File: config.mk
export PLATFORM = sky130hd
export DESIGN_NAME = data_mem_ctrl
export DESIGN_NICKNAME = d
export VERILOG_FILES = /design/src/rtl/data_mem_ctrl.sv
export SDC_FILE = /design/constraint.sdc
export NUM_CORES = 1
export LEC_CHECK = 0
export BUFFER_PORTS_ARGS = -buffer_cell sky130_fd_sc_hd__buf_2
export CAP_MARGIN = 0
export CORE_MARGIN = 2
export CORE_UTILIZATION = 45
export CTS_BUF_LIST = sky130_fd_sc_hd__clkbuf_4 sky130_fd_sc_hd__clkbuf_8
export DETAILED_ROUTE_END_ITERATION = 10
export GPL_TIMING_DRIVEN = 0
export SLEW_MARGIN = 5
export SYNTH_ARGS = -nofsm -noshare
export SYNTH_HDL_FRONTEND = slang
export SYNTH_SLANG_ARGS = --single-unit
File: constraint.sdc
create_clock -name clk_i -period 4.1 [get_ports clk_i]
set_input_delay 0.205 -clock clk_i [delete_from_list [all_inputs] [get_ports clk_i]]
set_output_delay 0.205 -clock clk_i [all_outputs]
set_load 0.01 [all_outputs]
File: src/rtl/data_mem_ctrl.sv
// data_mem_ctrl: byte-addressable data memory with sized loads/stores,
// registered read data with a valid strobe, a post-reset zeroing sweep,
// fault tracking (illegal size, out of range, misaligned) and a
// combinational debug word port.
module data_mem_ctrl #(
    parameter int DEPTH_BYTES = 32,
    parameter int FAULT_CNT_W = 8
) (
    input  logic                   clk_i,
    input  logic                   reset,
    input  logic                   req_i,
    input  logic                   we_i,
    input  logic [1:0]             size_i,
    input  logic                   unsigned_i,
    input  logic [31:0]            addr_i,
    input  logic [31:0]            data_i,
    output logic                   ready_o,
    output logic [31:0]            rdata_o,
    output logic                   rvalid_o,
    output logic                   fault_o,
    output logic [1:0]             fault_code_o,
    output logic [31:0]            fault_addr_o,
    output logic [FAULT_CNT_W-1:0] fault_cnt_o,
    input  logic [31:0]            dbg_addr_i,
    output logic [31:0]            dbg_data_o
);

    localparam int AW    = $clog2(DEPTH_BYTES);
    localparam int WORDS = DEPTH_BYTES / 4;
    localparam int PW    = AW - 2;

    typedef enum logic {
        ST_INIT,
        ST_IDLE
    } state_t;

    state_t          state_q, state_d;
    logic [PW-1:0]   init_ptr_q, init_ptr_d;
    logic [7:0]      mem [DEPTH_BYTES];

    logic [32:0]     span;
    logic [32:0]     last_addr;
    logic            illegal_size;
    logic            out_of_range;
    logic            misaligned;
    logic [1:0]      code_now;
    logic            has_fault;
    logic            accept;
    logic            store_en;
    logic [AW-1:0]   idx0, idx1, idx2, idx3;
    logic [31:0]     load_val;
    logic [AW-1:0]   dbg_base;

    // State register: reset restarts the zeroing sweep from word 0
    always_ff @(posedge clk_i or posedge reset) begin
        if (reset) begin
            state_q    <= ST_INIT;
            init_ptr_q <= '0;
        end else begin
            state_q    <= state_d;
            init_ptr_q <= init_ptr_d;
        end
    end

    // Next-state: sweep one word per cycle, then park in IDLE forever
    always_comb begin
        state_d    = state_q;
        init_ptr_d = init_ptr_q;
        ready_o    = 1'b0;
        case (state_q)
            ST_INIT: begin
                init_ptr_d = init_ptr_q + PW'(1);
                if (init_ptr_q == PW'(WORDS - 1)) begin
                    state_d = ST_IDLE;
                end
            end
            ST_IDLE: begin
                ready_o = 1'b1;
            end
            default: begin
                state_d = ST_INIT;
            end
        endcase
    end

    // Access decode; the 33-bit end address keeps high addresses from wrapping into range
    always_comb begin
        case (size_i)
            2'b00:   span = 33'd0;
            2'b01:   span = 33'd1;
            default: span = 33'd3;
        endcase
        last_addr    = {1'b0, addr_i} + span;
        illegal_size = (size_i == 2'b11);
        out_of_range = (last_addr >= 33'(DEPTH_BYTES));
        misaligned   = ((size_i == 2'b01) && addr_i[0]) ||
                       ((size_i == 2'b10) && (addr_i[1:0] != 2'b00));
        if (illegal_size) begin
            code_now = 2'b11;
        end else if (out_of_range) begin
            code_now = 2'b10;
        end else if (misaligned) begin
            code_now = 2'b01;
        end else begin
            code_now = 2'b00;
        end
        has_fault = (code_now != 2'b00);
        accept    = req_i && ready_o;
        store_en  = accept && we_i && !has_fault;
    end

    // Byte lane indices; upper lanes are only used for aligned, in-range accesses
    always_comb begin
        idx0 = addr_i[AW-1:0];
        idx1 = {addr_i[AW-1:1], 1'b1};
        idx2 = {addr_i[AW-1:2], 2'b10};
        idx3 = {addr_i[AW-1:2], 2'b11};
        case (size_i)
            2'b00:   load_val = unsigned_i ? {24'h0, mem[idx0]}
                                           : {{24{mem[idx0][7]}}, mem[idx0]};
            2'b01:   load_val = unsigned_i ? {16'h0, mem[idx1], mem[idx0]}
                                           : {{16{mem[idx1][7]}}, mem[idx1], mem[idx0]};
            default: load_val = {mem[idx3], mem[idx2], mem[idx1], mem[idx0]};
        endcase
    end

    // Memory array: sweep writes zeros in INIT, stores write little-endian lanes in IDLE
    always_ff @(posedge clk_i) begin
        if (state_q == ST_INIT) begin
            mem[{init_ptr_q, 2'b00}] <= 8'h00;
            mem[{init_ptr_q, 2'b01}] <= 8'h00;
            mem[{init_ptr_q, 2'b10}] <= 8'h00;
            mem[{init_ptr_q, 2'b11}] <= 8'h00;
        end else if (store_en) begin
            mem[idx0] <= data_i[7:0];
            if (size_i != 2'b00) begin
                mem[idx1] <= data_i[15:8];
            end
            if (size_i == 2'b10) begin
                mem[idx2] <= data_i[23:16];
                mem[idx3] <= data_i[31:24];
            end
        end
    end

    // Registered load result, strobes and fault bookkeeping
    always_ff @(posedge clk_i or posedge reset) begin
        if (reset) begin
            rdata_o      <= '0;
            rvalid_o     <= 1'b0;
            fault_o      <= 1'b0;
            fault_code_o <= 2'b00;
            fault_addr_o <= '0;
            fault_cnt_o  <= '0;
        end else begin
            rvalid_o <= accept && !we_i;
            fault_o  <= accept && has_fault;
            if (accept && !we_i) begin
                rdata_o <= has_fault ? 32'h0 : load_val;
            end
            if (accept && has_fault) begin
                fault_code_o <= code_now;
                fault_addr_o <= addr_i;
                if (fault_cnt_o != '1) begin
                    fault_cnt_o <= fault_cnt_o + FAULT_CNT_W'(1);
                end
            end
        end
    end

    // Debug word read of committed memory; zero outside the array
    always_comb begin
        dbg_base = {dbg_addr_i[AW-1:2], 2'b00};
        if (dbg_addr_i < 32'(DEPTH_BYTES)) begin
            dbg_data_o = {mem[dbg_base | AW'(3)], mem[dbg_base | AW'(2)],
                          mem[dbg_base | AW'(1)], mem[dbg_base]};
        end else begin
            dbg_data_o = 32'h0;
        end
    end

endmodule

==> results of run 1 <==
[cells in the final DEF (no fill, tap or decap), types with 9 or more instances in the layout]
| cell type | count |
|---|---|
| a211oi_1 | 9 |
| a21oi_1 | 35 |
| a22oi_1 | 10 |
| and3_1 | 18 |
| buf_1 | 16 |
| buf_12 | 30 |
| buf_2 | 234 |
| buf_4 | 18 |
| clkbuf_1 | 66 |
| clkbuf_4 | 19 |
| clkbuf_8 | 61 |
| clkinv_1 | 11 |
| dfrtp_1 | 80 |
| dlygate4sd3_1 | 54 |
| edfxtp_1 | 256 |
| inv_1 | 11 |
| mux2_2 | 41 |
| mux2i_1 | 54 |
| mux4_2 | 163 |
| nand2_1 | 102 |
| nand3_1 | 20 |
| nand4_1 | 9 |
| nor2_1 | 326 |
| nor2b_1 | 9 |
| nor3_1 | 16 |
| nor3_2 | 11 |
| nor4_1 | 17 |
| o21ai_0 | 46 |
| o21ai_2 | 12 |
| o21ai_4 | 21 |
| o22ai_1 | 53 |
| o31ai_1 | 23 |
[metrics by stage]
| stage | std cells | hold slack [ns] | util | setup TNS [ns] |
|---|---|---|---|---|
| finish | 2606 | 0.0236 | 0.563 | -0.129 |
| global route | 2606 | 0.0606 | 0.563 | 0 |
| CTS | 2603 | 0.00327 | 0.562 | 0 |
| detailed placement | 2403 | 0.141 | 0.500 | -887.84 |
| global placement | 2402 | 0.458 | 0.500 | -821.69 |
| floorplan | 1615 | 0.348 | - | -24.70 |
[synth_stat cells (all sizes together) (23+ instances only)]
library cell and instances:
a21oi 36, buf 58, clkbuf 72, dfrtp 80
edfxtp 256, mux2 41, mux2i 54, mux4 163
nand2 105, nand3 25, nor2 326, nor3 27
o21ai 87, o22ai 53, o31ai 23
[cell type report]
| type | instances | area share |
|---|---|---|
| Clock buffer | 80 | 0.0406 |
| Buffer | 127 | 0.0248 |
| Inverter | 13 | 0.00212 |
| Multi-Input combinational cell | 1136 | 0.398 |
| Clock inverter | 26 | 0.00920 |
| Tap cell | 585 | 0.0302 |
| Timing Repair Buffer | 303 | 0.0953 |
| Sequential cell | 336 | 0.400 |
[metal layers]
layer | global-route usage | up-vias | part of all wire | wire length (um)
li1 | - | 7002 | - | -
met1 | 0.540 | 8946 | 0.36 | 34300
met2 | 0.669 | 1390 | 0.45 | 43600
met3 | 0.0953 | 357 | 0.11 | 10400
met4 | 0.282 | 6 | 0.079 | 7540
met5 | 0 | - | 0.00039 | 37
[power by group]
group	switching, mW	internal [mW]	leakage (nW)
logic	0.755	0.399	4.78
clock network	1.46	1.80	0.636
registers	0.0557	3.69	3.85
total	2.27	5.89	9.26
[cell families (layout without fill, tap and decap cells)]
| family | after synthesis | count (layout) | synth area share |
|---|---|---|---|
| AO/OA/AOI/OAI | 282 | 282 | 0.0932 |
| XOR/XNOR | 10 | 10 | 0.00447 |
| adder cells (fa/ha/maj) | 6 | 6 | 0.00371 |
| buffers and inverters | 143 | 549 | 0.0302 |
| flip-flops | 336 | 336 | 0.495 |
| multiplexers | 258 | 258 | 0.239 |
| AND/OR/NAND/NOR | 580 | 580 | 0.135 |
[worst paths after layout]
| check | to | slack, ns | cells past startpoint |
|---|---|---|---|
| setup reg to reg | mem[11][6]$_DFFE_PP_ | 0.67 | 8 |
| min in group asynchronous | rdata_o[24]$_DFFE_PP0P_ | 0.59 | 4 |
| setup / recovery | rdata_o[2]$_DFFE_PP0P_ | -0.07 | 9 |
| hold reg to reg | rdata_o[15]$_DFFE_PP0P_ | 0.47 | 2 |
| max in group asynchronous | fault_addr_o[1]$_DFFE_PP0P_ | 2.91 | 5 |
| hold / removal | mem[29][2]$_DFFE_PP_ | 0.02 | 3 |
[critical path, stage by stage]
cell	delay, ns
buf_2	0.17
clkbuf_1	0.74
or2_2	0.25
clkbuf_1	0.66
clkbuf_1	0.80
o22ai_1	0.41
nor4_1	1.18
nand2_1	0.12
o21ai_0	0.20
[registers in the layout, indices dropped and copies added (netlist names)]
register	flops
fault_o	1
fault_code_o	2
state_q	1
rdata_o	32
fault_cnt_o	8
fault_addr_o	32
rvalid_o	1
init_ptr_q	3
mem	256
[timing repair]
action                                  4_1_cts  5_1_grt
hold endpoints to repair                    122        0
gates resized for setup                      41       14
endpoints found under the setup margin      570      447
setup buffers                                42        4
pin swaps                                    33        3
hold buffers                                 54        0
==> metrics.md, run 1 <==
| Metric | Value |
|---|---|
| CP Launch Point | addr_i[3] |
| HP Class | in2reg |
| Number of global-route vias before repair | 17100 |
| Flops & latches, synth | 336 |
| PD cells | 337 mW/mm^2 |
| Io pins | 212 |
| Largest net degree at the start of global routing | 68 |
| Drt total wl | 95900 um |
| Multi-input gate area | 0.00963 mm^2 |
| DIE HEIGHT | 213 um |
| Vias per inst | 6.79 |
| Synthesized Nets | 1723 |
| EDFF count, synth | 256 |
| Unrepaired setup endpoints after global routing | false |
| Primary FF master, synth | edfxtp_1 |
| DR DRC count | 0 |
| Die extent in x | 213 um |
| Failing checks | negative setup slack |
| Placed standard-cell area | 0.0215 mm^2 |
| Grt total ovfl | 0 |
| Fin crit share | 1.02 |
| Critical path endpoint category | flop |
| Synth unique cells | 74 |
| Skew final | 0.0251 ns |
| R2r startpoint | state_q$_DFF_PP0_ |
| Share of layout cells above drive strength 1 | 0.328 |
| CORE AREA | 0.0430 mm^2 |
| Clock tree from TritonCTS | done |
| Placer Congestion | 1.03 |
| ANT nets after route | 0 |
| Finished Cell Area | 0.0242 mm^2 |
| Register area share after synthesis | 0.495 |
| Antenna diodes | 0 |
| Final setup viols | 2 |
| Fin worst setup slack | -0.0733 ns |
| Crit Path Class | in2reg |
| Register area | 0.00969 mm^2 |
| Top cells by area, synth | edfxtp_1 (39%), mux4_2 (19%), dfrtp_1 (10%) |
| Worst Setup Start Kind | input pin |
| Number of detailed-route iterations in the first pass | 6 |
| Relative slew slack | 0.0367 |
| Clk slew on worst S/H paths | 0.06 ns |
| Overall power | 8.16 mW |
| Layout area overhead | 23.7% |
| Fmax | 240 MHz |
| Clock Sinks | 336 |
| WP data required | 4.68 ns |
| Worst vdd ir | 265 uV |
| Critical path fanouts, max | 10 |
| HPWL after detailed placement | 72800 um |
| Synth warnings | 0 |
| FFs w/ async S/R, synth | 0.238 |
| Max-cap violation count | 0 |
| Filler instances | 3701 |
| TritonCTS Buffers | 57 |
| Mean post-synth cell area | 12.1 um^2 |
| Synth area leader | edfxtp_1 |
| Buffers on Ports | 202 |
| Starting DRT DRC Count | 2572 |
| Initial antenna violation count | 5 |
| Max Slew Vio Count | 0 |
| Worst endpoint data arrival time | 4.75 ns |
| Final min period | 4.17 ns |
| CTS Buffer Depth | 3 |
| Dpl ws | -2.39 ns |
| WL/cell | 36.8 um |
| Skew-Pair Late Insertion Delay | 0.68 ns |
| H-tree depth | 2 |
| Post-Syn Area | 0.0196 mm^2 |
| Critical hold path startpoint | data_i[10] |
| Synth top area share | 0.393 |
| Worst Tran Pin Value | 1.43 ns |
| NumNets Final | 2082 |
| Final Hold Vio Count | 0 |
| Vias | 17700 |
| Full die area | 0.0452 mm^2 |
| Starting Density | 0.455 |
| CTS Root Cell | clkbuf_8 |
| FP Rows | 76 |
| Status | finished with violations |
| Gr usage total | 0.429 |
| First-pass GRT wire length | 131000 um |
| Synthesized instance count | 1615 |
| LEAKAGE | 9.26 nW |
Power figures use the tool's default switching activity.
==> run 2, diff against run 1 <==
--- a/config.mk
+++ b/config.mk
@@ -12,6 +12,7 @@
 export CTS_BUF_LIST = sky130_fd_sc_hd__clkbuf_4 sky130_fd_sc_hd__clkbuf_8
 export DETAILED_ROUTE_END_ITERATION = 10
 export GPL_TIMING_DRIVEN = 0
+export RECOVER_POWER = 25
 export SLEW_MARGIN = 5
 export SYNTH_ARGS = -nofsm -noshare
 export SYNTH_HDL_FRONTEND = slang
==> metrics.md, run 2 (synthesized netlist as in run 1, its figures left out) <==
| Metric | Value |
|---|---|
| WL/cell | 36.7 um |
| Fin cells | 2606 |
| Fin worst setup slack | -0.0994 ns |
| Full die area | 0.0452 mm^2 |
| Layout area overhead | 23.0% |
| Setup TNS | -0.176 ns |
| Final min period | 4.20 ns |
| Commonest non-fill, non-tap cell in the layout | nor2_1 |
| Failing checks | max-capacitance violations, max-slew violations, negative setup slack |
| Largest register FFs | 256 |
| CTS Root Cell | clkbuf_8 |
| Worst vdd ir | 265 uV |
| TritonCTS Buffers | 57 |
| Clk slew on worst S/H paths | 0.06 ns |
| Regs by FF count | mem: 256 flops, fault_addr_o: 32 flops, rdata_o: 32 flops |
| Commonest non-fill, non-tap cells in the layout | nor2_1 (326), edfxtp_1 (256), mux4_2 (163), buf_2 (151), clkbuf_1 (150) |
| Unrepaired setup endpoints after global routing | false |
| Fin crit share | 1.02 |
| Dpl ws | -2.39 ns |
| Placed Cells | 2403 |
| Worst Setup Start Kind | input pin |
| WP data required | 4.68 ns |
| Overall power | 8.14 mW |
| Die extent in x | 213 um |
| Io pins | 212 |
| Worst Tran Pin Value | 1.65 ns |
| Buffers on Ports | 202 |
| Share of layout cells above drive strength 1 | 0.286 |
| HPWL after detailed placement | 72800 um |
| Critical path fanouts, max | 10 |
| Clock tree from TritonCTS | done |
| NumNets Final | 2082 |
| Core Util, Final | 0.560 |
| Crit Path Class | in2reg |
| Finished Cell Area | 0.0241 mm^2 |
| Number of global-route vias before repair | 17100 |
| Clock Sinks | 336 |
| Status | finished with violations |
| Skew final | 0.0285 ns |
| CORE AREA | 0.0430 mm^2 |
| Vias | 17600 |
| Antenna diodes | 0 |
| Vias per inst | 6.75 |
| FP Rows | 76 |
| Final setup viols | 2 |
| DIE HEIGHT | 213 um |
| H-tree depth | 2 |
| Worst endpoint data arrival time | 4.78 ns |
| PD cells | 338 mW/mm^2 |
| Starting Density | 0.455 |
| Drt total wl | 95600 um |
| Gr usage total | 0.429 |
| Initial antenna violation count | 5 |
| Starting DRT DRC Count | 2530 |
| Max Slew Vio Count | 76 |
| Grt total ovfl | 0 |
| CTS Buffer Depth | 3 |
| Max-cap violation count | 2 |
| Final Hold Vio Count | 0 |
| Filler instances | 3754 |
| Critical path endpoint category | flop |
| Largest Register | mem |
| Placer Congestion | 1.03 |
| Hold_ws | 0.0232 ns |
| Number of detailed-route iterations in the first pass | 6 |
| Skew-Pair Late Insertion Delay | 0.68 ns |
| Largest net degree at the start of global routing | 68 |
| First-pass GRT wire length | 131000 um |
| HP Class | in2reg |
| LEAKAGE | 8.96 nW |
| DR DRC count | 0 |
| Fmax | 238 MHz |
| Relative slew slack | -0.103 |
| ANT nets after route | 0 |
| Placed standard-cell area | 0.0215 mm^2 |
## run 2: worst paths after layout
kind	from	to	slack (ns)	cells after the start
max in group asynchronous	reset	fault_addr_o[1]$_DFFE_PP0P_	1.45	5
worst min register to register	rdata_o[15]$_DFFE_PP0P_	rdata_o[15]$_DFFE_PP0P_	0.47	2
worst max-delay path	addr_i[3]	rdata_o[2]$_DFFE_PP0P_	-0.1	9
worst min-delay path	data_i[4]	mem[29][4]$_DFFE_PP_	0.02	3
min in group asynchronous	reset	rdata_o[24]$_DFFE_PP0P_	0.68	4
worst max register to register	mem[29][7]$_DFFE_PP_	rdata_o[18]$_DFFE_PP0P_	0.29	8
## run 2: what timing repair did
item	CTS	global route
endpoints found under the setup margin	570	447
pin swaps	33	3
buffers inserted	42	4
hold buffers	54	0
resized for setup	41	14
endpoints found under the hold margin	122	0
## run 2: worst max-delay path, stage by stage
cell and delay, ns:
buf_2 0.17, clkbuf_1 0.76, or2_2 0.25, clkbuf_1 0.70, clkbuf_1 0.78, o22ai_1 0.40, nor4_1 1.17, nand2_1 0.12
o21ai_0 0.20
## run 2: metal layers
layer	routed length [um]	vias to the layer above	track usage	share of wire
met4	7600	6	0.282	0.079
li1	-	7014	-	-
met1	34200	8837	0.540	0.36
met5	80	-	0	0.00084
met2	43300	1383	0.669	0.45
met3	10500	359	0.0953	0.11
## run 2: cell type report
class,instances,area (um^2),area share
plain buffers,127,593,0.0246
flip-flops and latches,336,9690,0.402
inverters,13,50.0,0.00208
well taps,585,732,0.0304
multi-input cells,1136,9620,0.400
clock buffers,80,982,0.0408
repair buffers,303,2190,0.0909
clock inverters,26,223,0.00925
## run 2: power by group
part           internal [mW]  switching, mW
logic                  0.377          0.754
clock network           1.80           1.47
registers               3.69         0.0580
total                   5.87           2.28
==> run 3, diff against run 2 <==
--- a/config.mk
+++ b/config.mk
@@ -7,11 +7,14 @@
 export LEC_CHECK = 0
 export BUFFER_PORTS_ARGS = -buffer_cell sky130_fd_sc_hd__buf_2
 export CAP_MARGIN = 0
+export CELL_PAD_IN_SITES_DETAIL_PLACEMENT = 1
+export CELL_PAD_IN_SITES_GLOBAL_PLACEMENT = 1
 export CORE_MARGIN = 2
 export CORE_UTILIZATION = 45
 export CTS_BUF_LIST = sky130_fd_sc_hd__clkbuf_4 sky130_fd_sc_hd__clkbuf_8
 export DETAILED_ROUTE_END_ITERATION = 10
 export GPL_TIMING_DRIVEN = 0
+export PLACE_DENSITY_LB_ADDON = 0.1
 export RECOVER_POWER = 25
 export SLEW_MARGIN = 5
 export SYNTH_ARGS = -nofsm -noshare
==> metrics.md, run 3 (synthesized netlist as in run 1, its figures left out) <==
| Metric | Value |
|---|---|
| CTS Buffer Depth | 3 |
| R2r startpoint | mem[29][7]$_DFFE_PP_ |
| First-pass GRT wire length | 143000 um |
| Worst vdd ir | 223 uV |
| Register-to-register setup slack | 0.22 ns |
| HPWL after detailed placement | 75300 um |
| Power Internal | 5.70 mW |
| CP most frequent cell | clkbuf_1 |
| Unrepaired setup endpoints after global routing | false |
| Drt total wl | 104000 um |
| Reg2Reg Depth | 9 |
| Crit path capture | dbg_data_o[2] |
| LEAKAGE | 8.94 nW |
| Final Hold Vio Count | 0 |
| ANT nets after route | 0 |
| Commonest non-fill, non-tap cell in the layout | nor2_1 |
| CP Launch Point | dbg_addr_i[2] |
| Critical path fanouts, max | 10 |
| Combinational share of power | 0.137 |
| Largest register FFs | 256 |
| Top Metal Used | met5 |
| Clock Sinks | 336 |
| Metal2 WL | 43900 um |
| Vias per inst | 7.07 |
| Failing checks | max-capacitance violations, max-slew violations, negative setup slack |
| WL/cell | 39.9 um |
| Commonest non-fill, non-tap cells in the layout | nor2_1 (326), edfxtp_1 (256), mux4_2 (163), buf_2 (151), clkbuf_1 (146) |
| Starting Density | 0.455 |
| Layout area overhead | 22.8% |
| Buffers on Ports | 202 |
| Seq pwr share | 0.463 |
| CORE AREA | 0.0430 mm^2 |
| Switching Share | 0.296 |
| Max Slew Vio Count | 60 |
| HP Class | in2reg |
| WP data required | 3.89 ns |
| Worst endpoint data arrival time | 3.99 ns |
| DIE HEIGHT | 213 um |
| Placed standard-cell area | 0.0216 mm^2 |
| Fin worst setup slack | -0.0996 ns |
| Relative slew slack | -0.797 |
| Worst Tran Pin Value | 2.70 ns |
| Final min period | 4.20 ns |
| Die extent in x | 213 um |
| Finished Cell Area | 0.0240 mm^2 |
| TritonCTS Buffers | 59 |
| Clock tree from TritonCTS | done |
| FP Rows | 76 |
| Fmax | 238 MHz |
| Gr usage total | 0.465 |
| Net Switching | 2.40 mW |
| Worst Setup Start Kind | input pin |
| Placer Congestion | 1.07 |
| Clock Power Share | 0.400 |
| CP max stage cell | clkbuf_1 |
| Dpl ws | -2.61 ns |
| CP cell instances | clkbuf_1 > clkbuf_1 > clkbuf_1 > mux4_2 > mux2i_1 > nor2_1 > buf_2 |
| Filler instances | 4508 |
| Cell family with the largest share of critical-path delay | buffers and inverters |
| Largest Register | mem |
| Max-cap violation count | 2 |
| Reg2reg end | rdata_o[23]$_DFFE_PP0P_ |
| Share of layout cells above drive strength 1 | 0.291 |
| Worst path bufs/invs | 4 |
| H-tree depth | 2 |
| Status | finished with violations |
| Crit Path Class | in2out |
| PD cells | 337 mW/mm^2 |
| Max incr delay on CP | 1.11 ns |
| NumNets Final | 2082 |
| Crit. path cell count | 7 |
| Largest net degree at the start of global routing | 58 |
| Io pins | 212 |
| CTS Root Cell | clkbuf_8 |
| Skew final | 0.0429 ns |
| Critical path endpoint category | output pin |
| Vias | 18500 |
| Number of global-route vias before repair | 18300 |
| Initial antenna violation count | 7 |
| Regs by FF count | mem: 256 flops, fault_addr_o: 32 flops, rdata_o: 32 flops |
| DR WL met3 | 16200 um |
| Final setup viols | 1 |
| Grt total ovfl | 0 |
| Starting DRT DRC Count | 3207 |
| Fin crit share | 1.02 |
| Number of detailed-route iterations in the first pass | 6 |
| Metal1 wirelength | 36800 um |
| DR DRC count | 0 |
| Skew-Pair Late Insertion Delay | 0.73 ns |
| Clk slew on worst S/H paths | 0.06 ns |
| Full die area | 0.0452 mm^2 |
==> run 3: how the worst min path moves through the flow <==
stage	slack [ns]	to	from	depth (start not counted)
6_report	0.01	mem[29][1]$_DFFE_PP_	data_i[1]	3
2_1_floorplan	0.35	fault_addr_o[21]$_DFFE_PP0P_	addr_i[21]	2
3_3_place_gp	0.46	fault_addr_o[2]$_DFFE_PP0P_	fault_addr_o[2]$_DFFE_PP0P_	2
5_1_grt	0.05	mem[29][1]$_DFFE_PP_	data_i[1]	3
3_5_place_dp	0.20	rdata_o[13]$_DFFE_PP0P_	reset	2
4_1_cts	0.002	mem[14][7]$_DFFE_PP_	data_i[23]	3
==> run 3: power by group through the flow <==
| stage | registers, mW | clock network [mW] | logic, mW |
|---|---|---|---|
| 3_5_place_dp | 3.82 | 0 | 1.04 |
| 6_report | 3.75 | 3.24 | 1.11 |
| 3_3_place_gp | 3.81 | 0 | 1.01 |
| 2_1_floorplan | 3.84 | 0 | 0.542 |
| 5_1_grt | 3.76 | 3.36 | 1.15 |
| 4_1_cts | 3.75 | 3.18 | 1.08 |
==> run 3: worst reg2reg max path: cells and delay by family (launching register included) <==
family / cells / cell delay, ns
buffers and inverters: 1 / 0.61
DFF: 1 / 0.52
muxes: 1 / 0.31
and+or+nand+nor: 3 / 1.59
AOI/OAI and AO/OA: 4 / 0.76
==> run 3: final cells by class <==
class,instances,area (um^2),area share
diodes,2,5.00,0.000208
plain buffers,127,597,0.0248
clock buffers,85,1040,0.0432
clock inverters,24,129,0.00536
inverters,13,50.0,0.00208
multi-input cells,1136,9660,0.402
flip-flops and latches,336,9690,0.403
well taps,585,732,0.0305
repair buffers,301,2130,0.0886
==> run 3: timing repair <==
| item | CTS | global route |
|---|---|---|
| gates cloned | 1 | 0 |
| setup endpoints to repair | 585 | 471 |
| hold buffers | 51 | 0 |
| setup buffers | 37 | 4 |
| gates resized for setup | 44 | 13 |
| pin swaps | 32 | 1 |
| endpoints found under the hold margin | 137 | 0 |
==> run 3: through the flow <==
stage                util  hold WS, ns  setup TNS (ns)  power (mW)  cells
CTS                 0.561      0.00199               0        8.01   2604
finish              0.559       0.0106         -0.0996        8.10   2609
detailed placement  0.503        0.195        -1060.95        4.85   2408
floorplan               -        0.348          -24.70        4.38   1615
global route        0.559       0.0477               0        8.27   2607
global placement    0.500        0.458         -996.04        4.83   2402
==> run 3: per-layer routing <==
layer | track usage | vias to the layer above
li1 | - | 7001
met1 | 0.587 | 9325
met2 | 0.675 | 1698
met3 | 0.189 | 428
met4 | 0.264 | 6
met5 | 0.00445 | -
